## config.mk

```make
export PLATFORM = sky130hd
export DESIGN_NAME = xwalk_phase_sched
export DESIGN_NICKNAME = d
export VERILOG_FILES = /design/src/rtl/xwalk_phase_sched.sv
export SDC_FILE = /design/constraint.sdc
export NUM_CORES = 1
export LEC_CHECK = 0
export CAP_MARGIN = 10
export CORE_UTILIZATION = 53
export DETAILED_ROUTE_END_ITERATION = 12
export PLACE_DENSITY = 0.93
export RECOVER_POWER = 25
export SYNTH_ARGS = -nofsm -noshare
export SYNTH_HDL_FRONTEND = slang
export SYNTH_SLANG_ARGS = --single-unit
```

## constraint.sdc

```tcl
create_clock -name clk -period 2.2 [get_ports clk]
set_input_delay 0.22 -clock clk [delete_from_list [all_inputs] [get_ports clk]]
set_output_delay 0.22 -clock clk [all_outputs]
set_load 0.01 [all_outputs]
```

## src/rtl/xwalk_phase_sched.sv

```systemverilog
// Two-road plus crosswalk phase scheduler; Moore outputs decoded from the state register, so they change one clk after a decision.
// No flow control: p and q are level-sampled each clk, and one shared down-counter times every phase.
module xwalk_phase_sched #(
  parameter int             TW        = 6,
  parameter logic [TW-1:0]  T_GREEN_A = 6'd8,
  parameter logic [TW-1:0]  T_GREEN_B = 6'd5,
  parameter logic [TW-1:0]  T_YELLOW  = 6'd2,
  parameter logic [TW-1:0]  T_ALLRED  = 6'd1,
  parameter logic [TW-1:0]  T_WALK    = 6'd6,
  parameter logic [TW-1:0]  T_CLEAR   = 6'd3
) (
  input  logic       clk,
  input  logic       reset,
  input  logic       p,
  input  logic       q,
  output logic [1:0] ts_a,
  output logic [1:0] ts_b,
  output logic       walk,
  output logic       lid,
  output logic [2:0] phase
);

  localparam logic [2:0] S_AG  = 3'd0;
  localparam logic [2:0] S_AY  = 3'd1;
  localparam logic [2:0] S_AR1 = 3'd2;
  localparam logic [2:0] S_BG  = 3'd3;
  localparam logic [2:0] S_BY  = 3'd4;
  localparam logic [2:0] S_AR2 = 3'd5;
  localparam logic [2:0] S_PW  = 3'd6;
  localparam logic [2:0] S_PC  = 3'd7;

  localparam logic [1:0] L_GREEN  = 2'b00;
  localparam logic [1:0] L_YELLOW = 2'b01;
  localparam logic [1:0] L_RED    = 2'b10;

  // Load value for a phase of duration t; a zero duration still lasts one cycle.
  function automatic logic [TW-1:0] ld(input logic [TW-1:0] t);
    return (t == '0) ? '0 : t - 1'b1;
  endfunction

  logic [2:0]    state_q, state_d;
  logic [TW-1:0] timer_q, timer_d;
  logic          ped_pend_q, ped_pend_d;
  logic          ret_b_q, ret_b_d;
  logic          done;

  assign done = (timer_q == '0);

  always_comb begin
    state_d    = state_q;
    timer_d    = done ? '0 : timer_q - 1'b1;
    ped_pend_d = ped_pend_q | (p & (state_q != S_PW));
    ret_b_d    = ret_b_q;
    if (done) begin
      case (state_q)
        S_AG: begin
          // Without demand AG simply holds with the timer parked at zero.
          if (q | ped_pend_q) begin
            state_d = S_AY;
            timer_d = ld(T_YELLOW);
          end
        end
        S_AY: begin
          state_d = S_AR1;
          timer_d = ld(T_ALLRED);
        end
        S_AR1: begin
          if (ped_pend_q) begin
            state_d    = S_PW;
            timer_d    = ld(T_WALK);
            ret_b_d    = 1'b1;
            ped_pend_d = 1'b0;
          end else begin
            state_d = S_BG;
            timer_d = ld(T_GREEN_B);
          end
        end
        S_BG: begin
          state_d = S_BY;
          timer_d = ld(T_YELLOW);
        end
        S_BY: begin
          state_d = S_AR2;
          timer_d = ld(T_ALLRED);
        end
        S_AR2: begin
          if (ped_pend_q) begin
            state_d    = S_PW;
            timer_d    = ld(T_WALK);
            ret_b_d    = 1'b0;
            ped_pend_d = 1'b0;
          end else begin
            state_d = S_AG;
            timer_d = ld(T_GREEN_A);
          end
        end
        S_PW: begin
          state_d = S_PC;
          timer_d = ld(T_CLEAR);
        end
        default: begin
          if (ret_b_q & q) begin
            state_d = S_BG;
            timer_d = ld(T_GREEN_B);
          end else begin
            state_d = S_AG;
            timer_d = ld(T_GREEN_A);
          end
        end
      endcase
    end
  end

  always_ff @(posedge clk or negedge reset) begin
    if (!reset) begin
      state_q    <= S_AG;
      timer_q    <= ld(T_GREEN_A);
      ped_pend_q <= 1'b0;
      ret_b_q    <= 1'b0;
    end else begin
      state_q    <= state_d;
      timer_q    <= timer_d;
      ped_pend_q <= ped_pend_d;
      ret_b_q    <= ret_b_d;
    end
  end

  always_comb begin
    ts_a = L_RED;
    ts_b = L_RED;
    case (state_q)
      S_AG:    ts_a = L_GREEN;
      S_AY:    ts_a = L_YELLOW;
      S_BG:    ts_b = L_GREEN;
      S_BY:    ts_b = L_YELLOW;
      default: begin
        ts_a = L_RED;
        ts_b = L_RED;
      end
    endcase
  end

  assign walk  = (state_q == S_PW);
  assign lid   = ped_pend_q;
  assign phase = state_q;

endmodule

```

-- Yosys cells after proc, flatten, opt, wreduce, memory -nomap -nowiden
Cells that the tools add are included.
- bits in registers: 11
- input bits: 4
- logic and storage cells: 46
- add/subtract/negate cells: 1
- eq/ne operators: 10
- mux-type cells: 20
- bitwise logic cells: 4
- reductions and logical operators: 7
- operator list (operator ; number):
    $pmux W6 S6 ; 1
    $pmux W3 S7 ; 1
    $mux W6 ; 3
    $eq A3 B3 Y1 const B ; 3
    $mux W3 ; 3
    $pmux W2 S2 ; 2
    $eq A3 B2 Y1 const B ; 2
    $logic_not A6 Y1 ; 1
    $mux W1 ; 6
    $mux W2 ; 3
    $ne A2 B2 Y1 const B ; 3
    $sub A6 B1 Y6 const B ; 1
    $reduce_and A4 Y1 ; 1
    $reduce_or A2 Y1 ; 2
    $eq A3 B1 Y1 const B ; 1
    $logic_not A3 Y1 ; 1
    $ne A3 B3 Y1 const B ; 1
    $and A1 B1 Y1 ; 2
    $or A1 B1 Y1 ; 2
    $pmux W1 S2 ; 1
    $reduce_and A2 Y1 ; 1
    $reduce_bool A2 Y1 ; 1

-- Depth between registers and ports, before layout
Gate-level depths: netlist of the first run.
- word-level depth: 6
- depth in mapped cells: 6
- depth with buffers taken out: 5

-- Worst setup path before layout of the first run
OpenSTA, ideal clock, no wires.
- kind: reg-to-output
- start point: register state_q[2], in the netlist phase[2]
- end point: output port ts_b[1]
- arrival time: 1.287 ns
- slack: 0.693 ns
- stages on the path, launching flop included: 4
- path buffers: 1
- cell sequence: dfrtp_1 > clkbuf_1 > nor3b_1 > a21oi_1
- word-level cells in the longest chain between the ends: 2
- elaborated cells on any way between the ends: 3
- ends and longest elaborated chain (item ; RTL line ; source):
    from (decl) ; 41 ; logic [2:0] state_q, state_d;
    from (signal assigned) ; 121 ; state_q <= state_d;
    $eq A3 B3 Y1 / $eq A3 B2 Y1 (equally long branches) ; 131 ; case (state_q)
    $pmux W2 S2 (*) ; 131 ;
    to (decl) ; 17 ; output logic [1:0] ts_b,
Every way passes the cells marked *; elsewhere a longest branch is shown, timed or not.

-- Worst setup path in the final report of the first run
- start point: register state_q[2], in the netlist phase[2]
- end point: output port ts_b[0]
The elaborated chain is that of the path after synthesis.

==> flow_summary.json, run 1 <==
{
  "h-tree-depth": 1,
  "ys_async_sr_fraction": 1.00,
  "io_pins": 13,
  "post-route-cell-area_um2": 880,
  "cts_hold_buf": 0,
  "min-delay-path-class": "in -> async",
  "dr_total_vias": 693,
  "clkLatencyLatePin_ps": 270,
  "cp_num_buf_inv": 1,
  "start_util": 0.607,
  "grt.overflow.total": 0,
  "fin_setup_tns_ps": 0,
  "syn_inst": 80,
  "die_area_mm2": 0.00151,
  "yosysWarnings": 0,
  "critPathCaptureType": "output port",
  "antenna_found_initial": 0,
  "cts_tree": "done",
  "p_sw_frac": 0.437,
  "synth-seq-area-share": 0.388,
  "pwr-share-clk": 0.109,
  "synth_top_area_cell": "dfrtp_1",
  "cts_resized": 0,
  "leakagePower_nw": 0.338,
  "drt-initial-drc-count": 38,
  "power.net_switching_uw": 585,
  "layout-drive-gt1-share": 0.130,
  "comb_power_share": 0.513,
  "fin_worst_skew_ps": 5.72,
  "final_nets": 99,
  "status": "completed",
  "synth_common_cells": "dfrtp_1, nor2_1, a21oi_1, clkbuf_1",
  "worstMarginPinSlew_ps": 531,
  "cts_sinks": 11,
  "crit_arrival_ps": 1800,
  "synth-edff-count": 0,
  "power_per_cell_area_mw_per_mm2": 1520,
  "syn2layout_area_growth_pct": 22.3,
  "worstPathMaxFanout": 17,
  "syn_avg_cell_area_um2": 8.99,
  "synth_area_um2": 719,
  "diodes": 0,
  "grt_max_degree": 18,
  "critPathTopFamily": "flip-flops",
  "grt_pass1_wl_um": 2440,
  "critPathLaunchType": "register",
  "worstPathRequired_ps": 1980,
  "final_util": 0.742,
  "cell_internal_pwr_uw": 755,
  "pwr-share-seq": 0.379,
  "grt_pass1_vias": 511,
  "setup_ws_ps": 184,
  "row_count": 12,
  "netlist_top_cells_area": "dfrtp_1, dfstp_2, a41oi_1",
  "ant_nets": 0,
  "die_width_um": 38.8,
  "setup_viol": 0,
  "drc": 0,
  "pre_cts_ws_ps": 397,
  "wl_per_cell_um": 15.8,
  "whs_ps": 340,
  "grt_use_total": 0.248,
  "vdd_drop_max_mv": 0.887,
  "synth.top_cell.area_share": 0.278,
  "place_congestion": 0.803,
  "critical_path.max_stage_delay_ps": 630,
  "hpwl_um": 1170,
  "max_slew_margin": 0.646,
  "core-area_mm2": 0.00119,
  "slew_viol_final": 0,
  "clkSlewWorstSetupHoldPaths_ps": 80,
  "synth_nets": 86,
  "rsz0062_at_grt": "false",
  "ys_types": 40,
  "cts_setup_buffers": 0,
  "die_y_um": 38.8,
  "vias_per_cell": 6.54,
  "cpMaxStageDelayCell": "dfrtp_1",
  "drtPass1Iterations": 4,
  "final.min_clock_period_ps": 2020,
  "final_hold_viol_count": 0,
  "yosysMostFrequentCell": "dfrtp_1",
  "cts-root-buf": "clkbuf_4",
  "worstSetupPathType": "reg -> out",
  "path_cells": "nor3b_1 > clkdlybuf4s50_1",
  "fin_crit_sh": 0.916,
  "io_buffers": 12,
  "synth_seq_cells": 11,
  "cap_violations": 0,
  "cts.path.max_buffers": 2,
  "synth_ff_type": "dfrtp_1",
  "clock.fmax_mhz": 496,
  "fillers": 86,
  "numCtsBuffers": 3,
  "place_area_um2": 848,
  "drt_wl_total_um": 1680
}
-- registers in the layout (all words and copies together), names as in the netlist --
| signal | cells |
|---|---|
| ret_b_q | 1 |
| lid | 1 |
| timer_q | 6 |
| phase | 3 |
-- worst paths after layout --
check	start	end	cells after the start	slack (ps)
min in group clk	p	lid	3	550
hold reg to reg	timer_q[4]	timer_q[4]	2	580
max in group asynchronous	reset	timer_q[2]	1	1500
setup reg to reg	timer_q[0]	ret_b_q	5	520
hold / removal	reset	timer_q[5]	1	340
setup / recovery	phase[2]	ts_b[0]	2	180
-- power groups by stage --
| stage | clock network [mW] | registers (mW) | logic (mW) |
|---|---|---|---|
| 2_1_floorplan | 0 | 0.420 | 0.502 |
| 3_3_place_gp | 0 | 0.488 | 0.664 |
| 3_5_place_dp | 0 | 0.498 | 0.679 |
| 4_1_cts | 0.144 | 0.494 | 0.682 |
| 5_1_grt | 0.152 | 0.530 | 0.748 |
| 6_report | 0.146 | 0.508 | 0.687 |
-- cell families after synthesis --
| group | after synthesis | share of synthesized area |
|---|---|---|
| simple gates | 29 | 0.228 |
| compound gates | 24 | 0.245 |
| flops | 11 | 0.388 |
| buf+inv | 10 | 0.0539 |
| xor+xnor | 3 | 0.0365 |
| fa+ha+maj | 2 | 0.0348 |
| mux | 1 | 0.0139 |
-- per-stage QoR --
stage	power, mW	std cells
4_1_cts	1.32	106
3_3_place_gp	1.15	102
3_5_place_dp	1.18	102
2_1_floorplan	0.922	80
5_1_grt	1.43	106
6_report	1.34	106
-- routing by layer --
metal	up-vias	part of all wire	track usage	routed length, µm
met5	-	0	0	0
met4	0	0.011	0.103	18
met3	4	0.045	0.0520	76
met2	27	0.47	0.346	791
met1	336	0.47	0.366	789
li1	326	-	-	-
-- placed cells by master, fill, tap and decap left out, types with 2 or more instances in the layout --
cell type and count:
a21oi_1 5, a31oi_1 2, a41oi_1 3, buf_4 2
clkbuf_4 3, clkdlybuf4s50_1 11, dfrtp_1 6, dfrtp_2 2
dfstp_2 3, ha_1 2, inv_1 4, nand2b_1 2
nand3_1 4, nor2_1 6, nor2b_1 2, nor3_1 3
nor3b_1 3, xnor2_1 2
-- cell type report --
cell class,count,area [µm²],share of cell area
clock buffer,4,26.3,0.0299
tap,14,17.5,0.0199
inverter,4,15.0,0.0171
sequential,11,282,0.320
multi-input combinational,59,404,0.459
timing repair buffer,14,135,0.154
Power figures use the tool's default switching activity.
==> run 2, diff against run 1 <==
--- a/config.mk
+++ b/config.mk
@@ -10,4 +10,5 @@
 export DETAILED_ROUTE_END_ITERATION = 12
-export PLACE_DENSITY = 0.93
+export PLACE_DENSITY = 0.81
 export RECOVER_POWER = 25
+export SLEW_MARGIN = 10
 export SYNTH_ARGS = -nofsm -noshare
--- a/constraint.sdc
+++ b/constraint.sdc
@@ -3,2 +3,2 @@
 set_output_delay 0.22 -clock clk [all_outputs]
-set_load 0.01 [all_outputs]
+set_load 0.05 [all_outputs]
==> run 2 against run 1 <==
Flip-flop and latch count unchanged. Sequential share of layout area decreased by 1.5 points. Total power increased by 20%. Routed wire length decreased by 4.2%. Non-clock buffer count increased by 3. Design area increased by 4.1%. Register-to-register slack improved by 100 ps. Via count decreased by 6.5%. Combinational power increased by 51%. Critical endpoint is now walk. Largest power group unchanged.
==> flow_summary.json, run 2 (synthesized netlist as in run 1, its figures left out) <==
{
  "status": "completed",
  "drc": 0,
  "largest-register": "timer_q",
  "min-delay-path-class": "in -> async",
  "worstPathMaxFanout": 11,
  "wl_per_cell_um": 14.7,
  "final_hold_viol_count": 0,
  "grt_pass1_vias": 585,
  "drtPass1Iterations": 4,
  "grt_pass1_wl_um": 2590,
  "cts_setup_buffers": 0,
  "cts_tree": "done",
  "core-area_mm2": 0.00119,
  "layout-drive-gt1-share": 0.189,
  "row_count": 12,
  "final_util": 0.772,
  "rsz0062_at_grt": "false",
  "numCtsBuffers": 3,
  "max_slew_margin": 0.677,
  "place_area_um2": 890,
  "setup_ws_ps": 320,
  "syn2layout_area_growth_pct": 27.3,
  "die_width_um": 38.8,
  "pre_cts_ws_ps": 599,
  "die_area_mm2": 0.00151,
  "clkLatencyLatePin_ps": 270,
  "ant_nets": 0,
  "clkSlewWorstSetupHoldPaths_ps": 70,
  "fin_crit_sh": 0.855,
  "hpwl_um": 1140,
  "cts_resized": 0,
  "crit_arrival_ps": 1660,
  "crit_start": "phase[0]",
  "post-route-cell-area_um2": 916,
  "dr_total_vias": 648,
  "fin_worst_skew_ps": 5.13,
  "final_nets": 102,
  "vias_per_cell": 5.94,
  "leakagePower_nw": 0.366,
  "largest_reg_flops": 6,
  "cts_sinks": 11,
  "grt_use_total": 0.263,
  "critPathLaunchType": "register",
  "h-tree-depth": 1,
  "fin_setup_tns_ps": 0,
  "final_cell_mix": "dfrtp_1, buf_4, clkdlybuf4s50_1, nor2_1, a21oi_1",
  "antenna_found_initial": 0,
  "worstMarginPinSlew_ps": 472,
  "slew_viol_final": 0,
  "io_buffers": 12,
  "r2r_start": "timer_q[3]",
  "die_y_um": 38.8,
  "setup_viol": 0,
  "worstSetupPathType": "reg -> out",
  "vdd_drop_max_mv": 1.13,
  "drt_wl_total_um": 1610,
  "critPathCaptureType": "output port",
  "grt.overflow.total": 0,
  "grt_max_degree": 17,
  "start_util": 0.607,
  "power_per_cell_area_mw_per_mm2": 1760,
  "place_congestion": 0.776,
  "cap_violations": 0,
  "cts_hold_buf": 0,
  "cts.path.max_buffers": 2,
  "drt-initial-drc-count": 16,
  "worstPathRequired_ps": 1980,
  "diodes": 0,
  "io_pins": 13,
  "clock.fmax_mhz": 532,
  "final.min_clock_period_ps": 1880,
  "cts-root-buf": "clkbuf_4"
}
-- run 2: cell count changes in the layout (fill, tap and decap cells not counted) --
cell             previous run  this run
buf_12                      0         1
buf_4                       2         8
clkdlybuf4s50_1            11         7
dfrtp_1                     6         8
dfrtp_2                     2         0
nor2b_1                     2         3
nor2b_2                     1         0
nor3b_1                     3         1
nor3b_2                     0         1
nor3b_4                     0         1
-- run 2: critical path, stage by stage (launching register included) --
cell and delay, ps:
dfrtp_1 440, buf_4 210, nor2b_1 350, and2_1 240, buf_12 150
-- run 2: stage by stage --
| stage | power (mW) | instances | hold slack (ps) |
|---|---|---|---|
| finish | 1.61 | 109 | 345 |
| CTS | 1.62 | 109 | 282 |
| global route | 1.72 | 109 | 376 |
| floorplan | 1.15 | 80 | -75.6 |
| global placement | 1.45 | 105 | 546 |
| detailed placement | 1.47 | 105 | 546 |
-- run 2: routing by layer --
layer | vias to the layer above | share of wire | global-route usage
li1 | 333 | - | -
met1 | 292 | 0.49 | 0.351
met2 | 21 | 0.45 | 0.383
met3 | 2 | 0.048 | 0.0751
met4 | 0 | 0.0062 | 0.129
met5 | - | 0 | 0
-- run 2: final cells by class --
class / instances / area (µm²)
Clock buffer: 4 / 26.3
Fill cell: 87 / 270
Inverter: 4 / 15.0
Multi-Input combinational cell: 59 / 418
Sequential cell: 11 / 279
Tap cell: 14 / 17.5
Timing Repair Buffer: 17 / 160
-- run 2: where the power goes --
part | switching (mW) | internal [mW] | total (mW)
combinational | 0.620 | 0.422 | 1.04
clock | 0.0692 | 0.0702 | 0.139
sequential | 0.110 | 0.318 | 0.428
-- run 2: final timing paths --
path / slack (ps) / to / cells past startpoint
worst max-delay path: 320 / walk / 4
worst min-delay path: 350 / ret_b_q / 1
worst max register to register: 620 / timer_q[0] / 3
worst min register to register: 560 / timer_q[4] / 2
max in group asynchronous: 1490 / timer_q[1] / 1
min in group clk: 560 / timer_q[4] / 2
